## src/rtl/thread_pkg.sv

```systemverilog
// rtl/thread_pkg.sv - shared thread datapath widths and types
package thread_pkg;
   localparam int DATA_W   = 28;
   localparam int NUM_REGS = 16;
   localparam int SEL_W    = $clog2(NUM_REGS);

   typedef logic [SEL_W-1:0]  reg_idx_t;
   typedef logic [DATA_W-1:0] data_word_t;
endpackage

```

## src/rtl/rf_read_port.sv

```systemverilog
// rtl/rf_read_port.sv - NUM_REGS:1 combinational read mux, index 0 reads as zero
module rf_read_port
   import thread_pkg::*;
#(
   parameter int DATA_W   = thread_pkg::DATA_W,
   parameter int NUM_REGS = thread_pkg::NUM_REGS,
   parameter int SEL_W    = thread_pkg::SEL_W
) (
   input  logic [DATA_W-1:0] regs_i [NUM_REGS],
   input  logic [SEL_W-1:0]  sel_i,
   output logic [DATA_W-1:0] dout_o
);

   // Zero is forced here so the port never depends on what feeds entry 0.
   always_comb begin
      dout_o = '0;
      if (sel_i != '0) begin
         dout_o = regs_i[sel_i];
      end
   end

endmodule

```

## src/rtl/register_file.sv

```systemverilog
// rtl/register_file.sv - 16x28 thread register file, two async read ports, one sync write port
module register_file
   import thread_pkg::*;
#(
   parameter int DATA_W   = thread_pkg::DATA_W,
   parameter int NUM_REGS = thread_pkg::NUM_REGS,
   parameter int SEL_W    = thread_pkg::SEL_W
) (
   input  logic              clk,
   input  logic              rst,
   input  logic [SEL_W-1:0]  rs0,
   input  logic [SEL_W-1:0]  rs1,
   input  logic [DATA_W-1:0] data_in,
   input  logic [SEL_W-1:0]  dest_sel,
   input  logic              wen,
   output logic [DATA_W-1:0] dout0,
   output logic [DATA_W-1:0] dout1
);

   logic [DATA_W-1:0] rf_all [NUM_REGS];

   // R0 has no storage; the slot is tied off for the read muxes.
   assign rf_all[0] = '0;

   for (genvar i = 1; i < NUM_REGS; i++) begin : g_reg
      logic [DATA_W-1:0] rf_q;
      logic [DATA_W-1:0] rf_d;
      logic              we;

      assign we = wen && (dest_sel == SEL_W'(i));

      always_comb begin
         rf_d = rf_q;
         if (we) begin
            rf_d = data_in;
         end
      end

      always_ff @(posedge clk or posedge rst) begin
         if (rst) begin
            rf_q <= '0;
         end else begin
            rf_q <= rf_d;
         end
      end

      assign rf_all[i] = rf_q;
   end

   rf_read_port #(
      .DATA_W   (DATA_W),
      .NUM_REGS (NUM_REGS),
      .SEL_W    (SEL_W)
   ) u_read_port0 (
      .regs_i (rf_all),
      .sel_i  (rs0),
      .dout_o (dout0)
   );

   rf_read_port #(
      .DATA_W   (DATA_W),
      .NUM_REGS (NUM_REGS),
      .SEL_W    (SEL_W)
   ) u_read_port1 (
      .regs_i (rf_all),
      .sel_i  (rs1),
      .dout_o (dout1)
   );

endmodule

```

## config.mk

```make
export PLATFORM = sky130hd
export DESIGN_NAME = register_file
export DESIGN_NICKNAME = d
export VERILOG_FILES = /design/src/rtl/thread_pkg.sv /design/src/rtl/rf_read_port.sv /design/src/rtl/register_file.sv
export SDC_FILE = /design/constraint.sdc
export NUM_CORES = 1
export LEC_CHECK = 0
export CORE_MARGIN = 2
export CORE_UTILIZATION = 30
export CTS_CLUSTER_DIAMETER = 50
export CTS_CLUSTER_SIZE = 16
export DETAILED_ROUTE_END_ITERATION = 12
export PLACE_DENSITY_LB_ADDON = 0.25
export SLEW_MARGIN = 15
export SYNTH_ARGS = -nofsm -noshare
export SYNTH_HDL_FRONTEND = slang
export SYNTH_SLANG_ARGS = --single-unit
```

## constraint.sdc

```tcl
create_clock -name clk -period 41.8 [get_ports clk]
set_input_delay 6.27 -clock clk [delete_from_list [all_inputs] [get_ports clk]]
set_output_delay 6.27 -clock clk [all_outputs]
set_load 0.05 [all_outputs]
```

==> Word level (Yosys, flattened, before mapping) <==
Index checks and enable logic that the tools add are counted.
{ "totals": {"ff_bits": 420, "latch_bits": 0, "ramBits": 0, "mem_bits_ro": 0, "input_bits": 43, "output_inout_bits": 56, "memories": 0} }
{ "op_classes": {"n_addsub": 0, "mul": 0, "div": 0, "n_lt_le_gt_ge": 2, "n_eq_ne": 15, "n_shift": 0, "muxes": 8, "n_bitwise": 2, "reduce_logical": 17} }
{ "ops": {"columns": ["cell", "n"], "rows": [
  ["28-bit binary-select mux with 4-bit select", 2],
  ["28-bit 2-to-1 mux", 6],
  ["4-bit equality test, second input constant", 8],
  ["4-bit by 3-bit equality test with 1-bit output, second input constant", 4],
  ["1-bit logical AND", 15],
  ["5-bit greater-or-equal comparator, second input constant", 2],
  ["4-bit NOT with 5-bit output", 2],
  ["4-bit by 2-bit equality test with 1-bit output, second input constant", 2],
  ["4-bit nonzero test", 2],
  ["4-bit by 1-bit equality test with 1-bit output, second input constant", 1]
]} }

==> Longest topological paths before layout <==
{ "depth": {"depth_word": 5, "mapped_depth": 7, "ltp_nobuf": 4} }

==> Hierarchy <==
Synthesis repeated with hierarchy kept, for this count alone.
{ "hier_totals": {"hier_cells": 1588, "hier_area_um2": 23062.1} }
{ "modules_own_cells": {"columns": ["mod", "instances", "cells_per_inst", "area_per_inst_um2", "seq_area_each_um2"], "rows": [
  ["register_file", 1, 928, 15855.2, 10510.1],
  ["rf_read_port", 2, 330, 3603.5, 0.0]
]} }

==> Least setup slack after synthesis <==
OpenSTA, ideal clock, no wires.
{ "synth_timing": {"kind": "input -> output", "startpoint": "input rs1[0]", "endpoint": "output dout1[27]", "arrival_ns": 8.928, "required_ns": 35.530, "setup_slack_ns": 26.602, "stages": 6, "path_buffers": 4, "path_cell_list": "buf_2 buf_4 buf_4 buf_2 a22oi_1 o311ai_0"} }
{ "synth_via": {"elab_chain_len": 5} }
{ "synth_lines": {"columns": ["element", "line", "rtl"], "rows": [
  ["from (decl)", "register_file.sv:12", "input logic [SEL_W-1:0] rs1,"],
  ["4-bit NOT with 5-bit output (implied by the code)", "rf_read_port.sv:18", "dout_o = regs_i[sel_i];"],
  ["28-bit binary-select mux with 4-bit select", "rf_read_port.sv:18", null],
  ["28-bit 2-to-1 mux (implied by the code) (2 in series)", "rf_read_port.sv:18", null],
  ["28-bit 2-to-1 mux (*)", "rf_read_port.sv:17", "if (sel_i != '0) begin"],
  ["to (decl)", "register_file.sv:17", "output logic [DATA_W-1:0] dout1"]
]} }
Mark *: on every way between the ends. The rest lies on a longest branch, timed or not. The select of a mux whose other input is x is not followed.

==> Worst setup path in the final report <==
{ "layout_timing": {"startpoint": "input rs1[1]", "endpoint": "output dout1[23]"} }
Same word-level chain as after synthesis.

==> summary.md <==
| Metric | Value |
|---|---|
| Adder-cell share of the synthesized area | `0%` |
| Count of final hold-check violations | `0` |
| RSZ-0062 raised after global routing | `false` |
| Slew HR | `around 30%` |
| Critical path type | `primary input to output port` |
| Postcts setup bufs | `0` |
| Via density | `between 5 and 6` |
| Top reg by flops | `g.rf_q` |
| Max VDD drop | `~0.000035 V` |
| Commonest non-fill, non-tap cell in the layout | `dfrtp_1` |
| Max Freq | `~62 MHz` |
| Final wirelength | `67400 um` |
| Warnings from Yosys | `0` |
| Via count | `13846` |
| I/O pins | `99` |
| NumNets Final | `between 1500 and 2000` |
| Req. time, crit path | `35530 ps` |
| Row cnt | `100` |
| Initial Util | `between 30 and 40%` |
| CTS H-tree lvls | `2` |
| Root Buffer | `clkbuf_16` |
| Fillers | `7092` |
| Slew @ Worst Pin | `about 1100 ps` |
| Largest family of logic cells by synthesized area | `multiplexers` |
| Syn Nets | `1546` |
| Final worst setup slack | `around 26000 ps` |
| Simple-gate share of the synthesized area | `2.18%` |
| Critical Path AT | `9900 ps` |
| Largest net degree at the start of global routing | `170` |
| Placer Congestion | `0.730` |
| Max FO, Critical Path | `44` |
| Core box area | `74200 um^2` |
| Hold-fix buffers, CTS | `0` |
| Post-CTS sizing | `0` |
| Lkg Pwr | `roughly 0.011 uW` |
| Post-synth cell types | `37` |
| Total Routing Usage GR | `about 18%` |
| Reg clk slew, reported paths | `70 ps` |
| Mux contribution to synthesized area | `43.2%` |
| Initial antenna violation count | `4` |
| Synth Area in Compound Gates | `4.64%` |
| Status | `complete, no violations` |
| Max-Cap Viols | `0` |
| Synthesized area per cell | `14.9 um^2` |
| TritonCTS Sinks | `420` |
| Sequential cell area fraction in the yosys report | `46.9%` |
| Area growth syn-to-layout | `17.3%` |
| Setup_tns | `0 ps` |
| Hold Crit Class | `flip-flop to flip-flop` |
| Pre-CTS setup slack | `around 26000 ps` |
| Crit. End Element | `output port` |
| Worst-Skew Late Latency | `610 ps` |
| Post-synthesis register bit count | `420` |
| Cell Area, Placed | `24200 um^2` |
| DP Wirelength | `37000 um` |
| Largest regs | `g.rf_q: 420 flops` |
| Post-Layout Inst Area | `about 26000 um^2` |
| Die Ht | `between 200 and 300 um` |
| WL/cell | `26.3 um` |
| Input/output buffers | `98` |
| Die width | `277 um` |
| Synth Instances | `1503` |
| # setup viols final | `0` |
| Share of layout cells above drive strength 1 | `39.3%` |
| Final core utilization | `35.4%` |
| Synth Cell Area | `22400 um^2` |
| Remaining DRCs | `0` |
| Antenna violation net count after detailed routing | `0` |
| CTS tree | `done` |
| Worst Setup Start Kind | `primary input` |
| Total congestion overflow | `0` |
| Fin. max-slew vios | `0` |
| Most frequent cells in the layout | `420 x dfrtp_1, 297 x mux2_2, 179 x mux2_1, 166 x mux4_2, 90 x clkdlybuf4s50_1` |
| CTS buffer count | `54` |
| Xor/xnor cell area share of the yosys netlist | `0%` |
| First-pass GRT wire length | `103000 um` |
| Setup Skew | `0 ps` |
| Tmin final | `16170 ps` |
| Vias in the first global route | `15080` |
| Initial DRC count | `844` |
| Full die area | `between 70000 and 80000 um^2` |
| Clock Tree Buf Depth | `3` |
| Pwr Density | `54.7 nW/um^2` |
| 1st-pass router iterations | `5` |
| Max reg flops | `420` |
| Final period util | `roughly two fifths` |
## report_power, final
part	leakage (uW)	switching (uW)	internal [uW]
sequential	0.00515	67.2	502
combinational	0.00451	159	184
clock	0.000990	211	315
## cells in the mapped netlist
master	n	area share [%]
nor3b_1	1	0.033
and3_1	1	0.028
nand2b_1	8	0.22
o211ai_1	13	0.44
o221ai_1	5	0.20
inv_1	3	0.050
nand3_1	15	0.33
mux4_2	166	17
a22oi_1	2	0.067
nand3b_1	3	0.10
a21o_1	1	0.033
o311ai_0	1	0.039
a221oi_1	17	0.66
clkbuf_1	57	0.95
a2111oi_0	10	0.39
a21boi_0	4	0.13
dfrtp_1	420	47
nor2_1	19	0.32
buf_4	6	0.20
a21oi_1	13	0.29
buf_6	6	0.30
mux2i_1	58	2.6
a221o_1	14	0.62
a31o_2	1	0.039
nor2b_1	5	0.14
and2_1	1	0.028
mux2_1	179	9.0
nor3_1	1	0.022
a31oi_1	10	0.28
buf_2	68	1.5
nand2_1	37	0.62
or3_1	3	0.084
a22o_1	27	1.1
buf_1	8	0.13
nor2_2	9	0.25
mux2_2	297	15
o22ai_1	14	0.39
## critical path, stage by stage
cell and delay [ps]:
buf_6 330, buf_4 700, buf_4 680, mux2_2 410, a221o_1 310, a21oi_1 150, o211ai_1 190, clkdlybuf4s50_1 790
## per-stage QoR
step | total power, uW | hold WS [ps] | instances
6_report | 1440 | 510 | 2561
5_1_grt | 1510 | 528 | 2561
4_1_cts | 1450 | 512 | 2560
3_5_place_dp | 922 | 494 | 2458
3_3_place_gp | 911 | 480 | 2458
2_1_floorplan | 821 | 469 | 1503
## per-layer routing
layer / GRT usage, % / share of wire, %
met5: 0 / 0.068
met2: 28.0 / 46
met3: 3.74 / 5.0
met1: 24.9 / 47
met4: 4.38 / 2.1
## layout make-up
| type | count | area, um^2 | share of cell area [%] |
|---|---|---|---|
| antenna | 1 | 2.50 | 0.00952 |
| timing repair buffer | 131 | 1230 | 4.66 |
| clock inverter | 43 | 636 | 2.42 |
| inverter | 3 | 18.8 | 0.0714 |
| tap | 969 | 1210 | 4.61 |
| sequential | 420 | 10500 | 40.0 |
| clock buffer | 59 | 1410 | 5.36 |
| multi-input combinational | 935 | 11300 | 42.9 |
## kinds of logic (layout without fill, tap and decap cells)
kind of cell / count (synthesis) / count (layout)
buffers and inverters: 148 / 236
DFF: 420 / 420
other: 0 / 1
and+or+nand+nor: 103 / 103
muxes: 700 / 700
AOI/OAI and AO/OA: 132 / 132
## path summary, 6_finish.rpt
check,startpoint,end,slack (ps),cells past startpoint
max,rs1[1],dout1[23],25630,8
min,g_reg[10].rf_q[2]$_DFFE_PP0P_,g_reg[10].rf_q[2]$_DFFE_PP0P_,510,1
max reg2reg,g_reg[1].rf_q[13]$_DFFE_PP0P_,g_reg[1].rf_q[13]$_DFFE_PP0P_,40970,1
min reg2reg,g_reg[10].rf_q[2]$_DFFE_PP0P_,g_reg[10].rf_q[2]$_DFFE_PP0P_,510,1
max in group asynchronous,rst,g_reg[7].rf_q[26]$_DFFE_PP0P_,32460,5
min in group asynchronous,rst,g_reg[11].rf_q[11]$_DFFE_PP0P_,6180,2
Note: power is estimated with default switching activity, not from simulation.
==> RTL edit 1: new RTL, same settings <==
The package constant `DATA_W` goes from 28 to 14.
--- a/src/rtl/thread_pkg.sv
+++ b/src/rtl/thread_pkg.sv
@@ -1,6 +1,6 @@
 // rtl/thread_pkg.sv - shared thread datapath widths and types
 package thread_pkg;
-   localparam int DATA_W   = 28;
+   localparam int DATA_W   = 14;
    localparam int NUM_REGS = 16;
    localparam int SEL_W    = $clog2(NUM_REGS);
 
Interface: changed (resized data_in, dout0 and dout1); port bits go from 99 to 57. The function was not compared with the original's and may differ.
==> RTL edit 1 against the unedited design <==
- sequential cell count fell by 210
- power is 51% lower
- setup slack better by 380 ps
- non-clock buffer count is 53 lower
- critical path depth unchanged
- design area decreased by 49%
- count of clock-buffer cells in the layout shrank 29
- hold slack improved by 14 ps
- first-iteration DRC count decreased by 40%
- critical path type unchanged
- routed wire length down 51%
- synthesized area fell by 49%
==> RTL edit 1: results (changes against the unedited design) <==
stage	metric	value	unit	change
status	outcome	finished clean		
clocking	Num CTS Buffers	28		-48%
grt	initial antenna violation count	0		-4
placement	Final GP Congestion	0.7733		+6.0%
finish	Layout clock area frac	7.219	%	-0.56 points
finish	multi-input logic area	5731	sq um	-49%
finish	Multi-In Gates	530		-43%
finish	Non-CTS inverters	2		-1
clocking	Skew-Pair Late Insertion Delay	530	ps	-80 ps
finish	fin nets	879		-45%
finish	# diodes	0		-1
placement	I/O Buffers	56		-43%
placement	dpl hpwl	20270	microns	-45%
critical_path	slowest stage delay, CP	880	ps	+90 ps
routing	routed length on met3	1039	microns	-69%
routing	1st-iter DRT viols	506		-40%
yosys	top post-synthesis cells by area	dfrtp_1, mux2_2, mux4_2, mux2i_1, buf_2		
finish	share of cells above drive strength 1	43.12	%	+3.8 points
finish	NonClk Buf Share	5.339	%	+0.68 points
grt	met3 GRT Util	2.238	%	-1.5 points
routing	met1 WL	14950	microns	-52%
routing	Met2 Wirelength	16810	microns	-46%
grt	met1 Usage GRT	23.28	%	-1.6 points
yosys	mux contribution to synthesized area	40.65	%	-2.5 points
grt	GR Layer Usage met2	30.07	%	+2.1 points
critical_path	crit-path max FO	47		+6.8%
pwr	Pleak	0.005446	uW	-49%
grt	vias in the first global route	7646		-49%
clocking	H-Tree Depth	1		-1
placement	Place WS	26010	ps	+405.5 ps
yosys	Yosys reg bits	210		-50%
finish	Seq. cell area	5255	sq um	-50%
yosys	Seq/Total Area, Yosys	46.20	%	-0.66 points
timing	Worst Tran Pin Value	1251	ps	+198.0 ps
[RTL edit 1: changes by cell type in the layout (fill, tap and decap cells not counted), sizes merged, moves of 15 or more]
cell / change
a22o: -24
buf: -15
clkbuf: -29
clkdlybuf4s50: -38
dfrtp: -210
mux2: -245
mux2i: +18
mux4: -110
nand2: -26
[RTL edit 1: kinds of logic (layout without fill, tap and decap cells)]
kind of cell	after synthesis	in the layout
and+or+nand+nor	61	61
buffers and inverters	78	132
AOI/OAI and AO/OA	106	106
DFF	210	210
muxes	363	363
[RTL edit 1: stage by stage]
step	instance area [sq um]	utilization, %	power (uW)	hold slack, ps	std cells
floorplan	11370	-	409.2	491.8	818
detailed placement	12350	32.95	459.3	513.7	1331
global route	13310	35.51	736.6	541.5	1383
CTS	13310	35.51	709.4	527.4	1383
finish	13310	35.51	702.6	523.9	1383
global placement	12350	32.95	457.2	505.8	1331
[RTL edit 1: where the power goes]
group	switching, uW	internal [uW]	leakage (uW)
combinational	79.2	90.2	0.00241
clock	104	143	0.000465
sequential	34.7	251	0.00258
[RTL edit 1: final timing paths]
path                                          startpoint                             to  slack [ps]
setup / recovery                                  rs1[1]                       dout1[8]       26000
hold / removal             g_reg[10].rf_q[0]$_DFFE_PP0P_  g_reg[10].rf_q[0]$_DFFE_PP0P_         520
setup reg to reg            g_reg[7].rf_q[1]$_DFFE_PP0P_   g_reg[7].rf_q[1]$_DFFE_PP0P_       41000
hold reg to reg            g_reg[10].rf_q[0]$_DFFE_PP0P_  g_reg[10].rf_q[0]$_DFFE_PP0P_         520
max in group asynchronous                            rst   g_reg[1].rf_q[2]$_DFFE_PP0P_       34130
min in group asynchronous                            rst   g_reg[9].rf_q[7]$_DFFE_PP0P_        6220
==> RTL edit 2: new RTL, same flow settings <==
Made on the original files. Put a register stage on the output `dout0`. The value now appears one clock later. The other outputs are not delayed to match.
--- a/src/rtl/register_file.sv
+++ b/src/rtl/register_file.sv
@@ -16,6 +16,8 @@
    output logic [DATA_W-1:0] dout0,
    output logic [DATA_W-1:0] dout1
 );
+
+   logic [DATA_W-1:0] dout0_d;
 
    logic [DATA_W-1:0] rf_all [NUM_REGS];
 
@@ -54,7 +56,7 @@
    ) u_read_port0 (
       .regs_i (rf_all),
       .sel_i  (rs0),
-      .dout_o (dout0)
+      .dout_o (dout0_d)
    );
 
    rf_read_port #(
@@ -67,5 +69,9 @@
       .dout_o (dout1)
    );
 
+   always_ff @(posedge clk) begin
+      dout0 <= dout0_d;
+   end
+
 endmodule
 
Check against the original RTL: not equivalent (Yosys sat finds a counterexample within 4 cycles, from zero or initial values and one cycle with rst high).
==> RTL edit 2 against the unedited design <==
- first-iteration DRC count rose by 1.7%
- power rose by 1.2%
- clock power fell by 4.6%
- register-to-register slack got worse by 860 ps
- via count rose by 2.5%
- setup slack improved by 1.1 ps
- synthesized area rose by 2.3%
- hold slack improved by 6.3 ps
- routed wire length rose by 0.40%
- clock skew rose by 22 ps
- design area rose by 1.7%
- sequential cell count rose by 28
- die area rose by 2.3%
- critical path depth fell by 1
- critical path type unchanged
- largest cell class unchanged
- highest routed layer unchanged
==> RTL edit 2: results (changes against the unedited design) <==
stage	metric	value	unit	change
status	outcome	finished clean		
critical_path	R2R cell count	4		+3
critical_path	slowest stage delay, CP	830	ps	+40 ps
pwr	Clk network pwr share	34.5	%	-2.1 points
die	Tap Count	978		+0.93%
finish	share of cells above drive strength 1	46.01	%	+6.7 points
routing	routed length on met3	3262	microns	-2.3%
finish	design area	26730	sq um	+1.7%
yosys	mean area per synthesized cell	15.01	sq um	+0.58%
placement	dpl hpwl	38140	microns	+3.1%
pwr	Pleak	0.01078	uW	+1.2%
yosys	top post-synthesis cells by count	dfrtp_1, mux2_2, mux4_2, buf_2		
finish	NonClk Buf Share	4.545	%	-0.12 points
yosys	library cells used by synthesis	39		+5.4%
finish	CLK BUF	58		-1.7%
grt	GR Layer Usage met2	27.47	%	-0.50 points
routing	1st-iter DRT viols	858		+1.7%
grt	met3 GRT Util	3.381	%	-0.36 points
finish	top flop regs	g.rf_q x420, dout0 x28		
finish	sequential share of cell area	41.41	%	+1.4 points
yosys	mux contribution to synthesized area	42.18	%	-0.98 points
critical_path	Slowest cell on crit path	clkinv_1		
timing	Worst Tran Pin Value	1144	ps	+91.21 ps
finish	FFs & Latches	448		+6.7%
timing	Setup Skew	22.42	ps	+22.42 ps
pwr	Peak VDD IR	34.06	uV	-2.0%
grt	largest net degree at the start of global routing	160		-5.9%
routing	routed vias/inst	5.465		+1.1%
routing	Met2 Wirelength	31480	microns	+1.3%
pwr	power per cell area	54.44	nW/um^2	-0.43%
finish	Layout clock area frac	7.217	%	-0.56 points
finish	FILL cells	7267		+2.5%
finish	multi-input logic area	11270	sq um	-0.11%
yosys	Async SR Flop Fraction	93.75	%	-6.3 points
-- RTL edit 2: cell count changes after synthesis, sizes merged, moves of 2 or more --
cell,change
nand3,-2
o211ai,-2
clkbuf,+3
inv,-2
buf,-4
dfxtp,+28
o22ai,+2
clkinv,+2
nor2,+3
-- RTL edit 2: path summary, 6_finish.rpt --
check / slack [ps] / from / endpoint
min: 520 / g_reg[12].rf_q[12]$_DFFE_PP0P_ / g_reg[12].rf_q[12]$_DFFE_PP0P_
max: 25630 / rs1[2] / dout1[10]
max reg2reg: 40110 / g_reg[7].rf_q[27]$_DFFE_PP0P_ / dout0[27]$_SDFF_PN0_
min in group asynchronous: 6190 / rst / g_reg[6].rf_q[22]$_DFFE_PP0P_
min reg2reg: 520 / g_reg[12].rf_q[12]$_DFFE_PP0P_ / g_reg[12].rf_q[12]$_DFFE_PP0P_
max in group asynchronous: 33260 / rst / g_reg[1].rf_q[11]$_DFFE_PP0P_
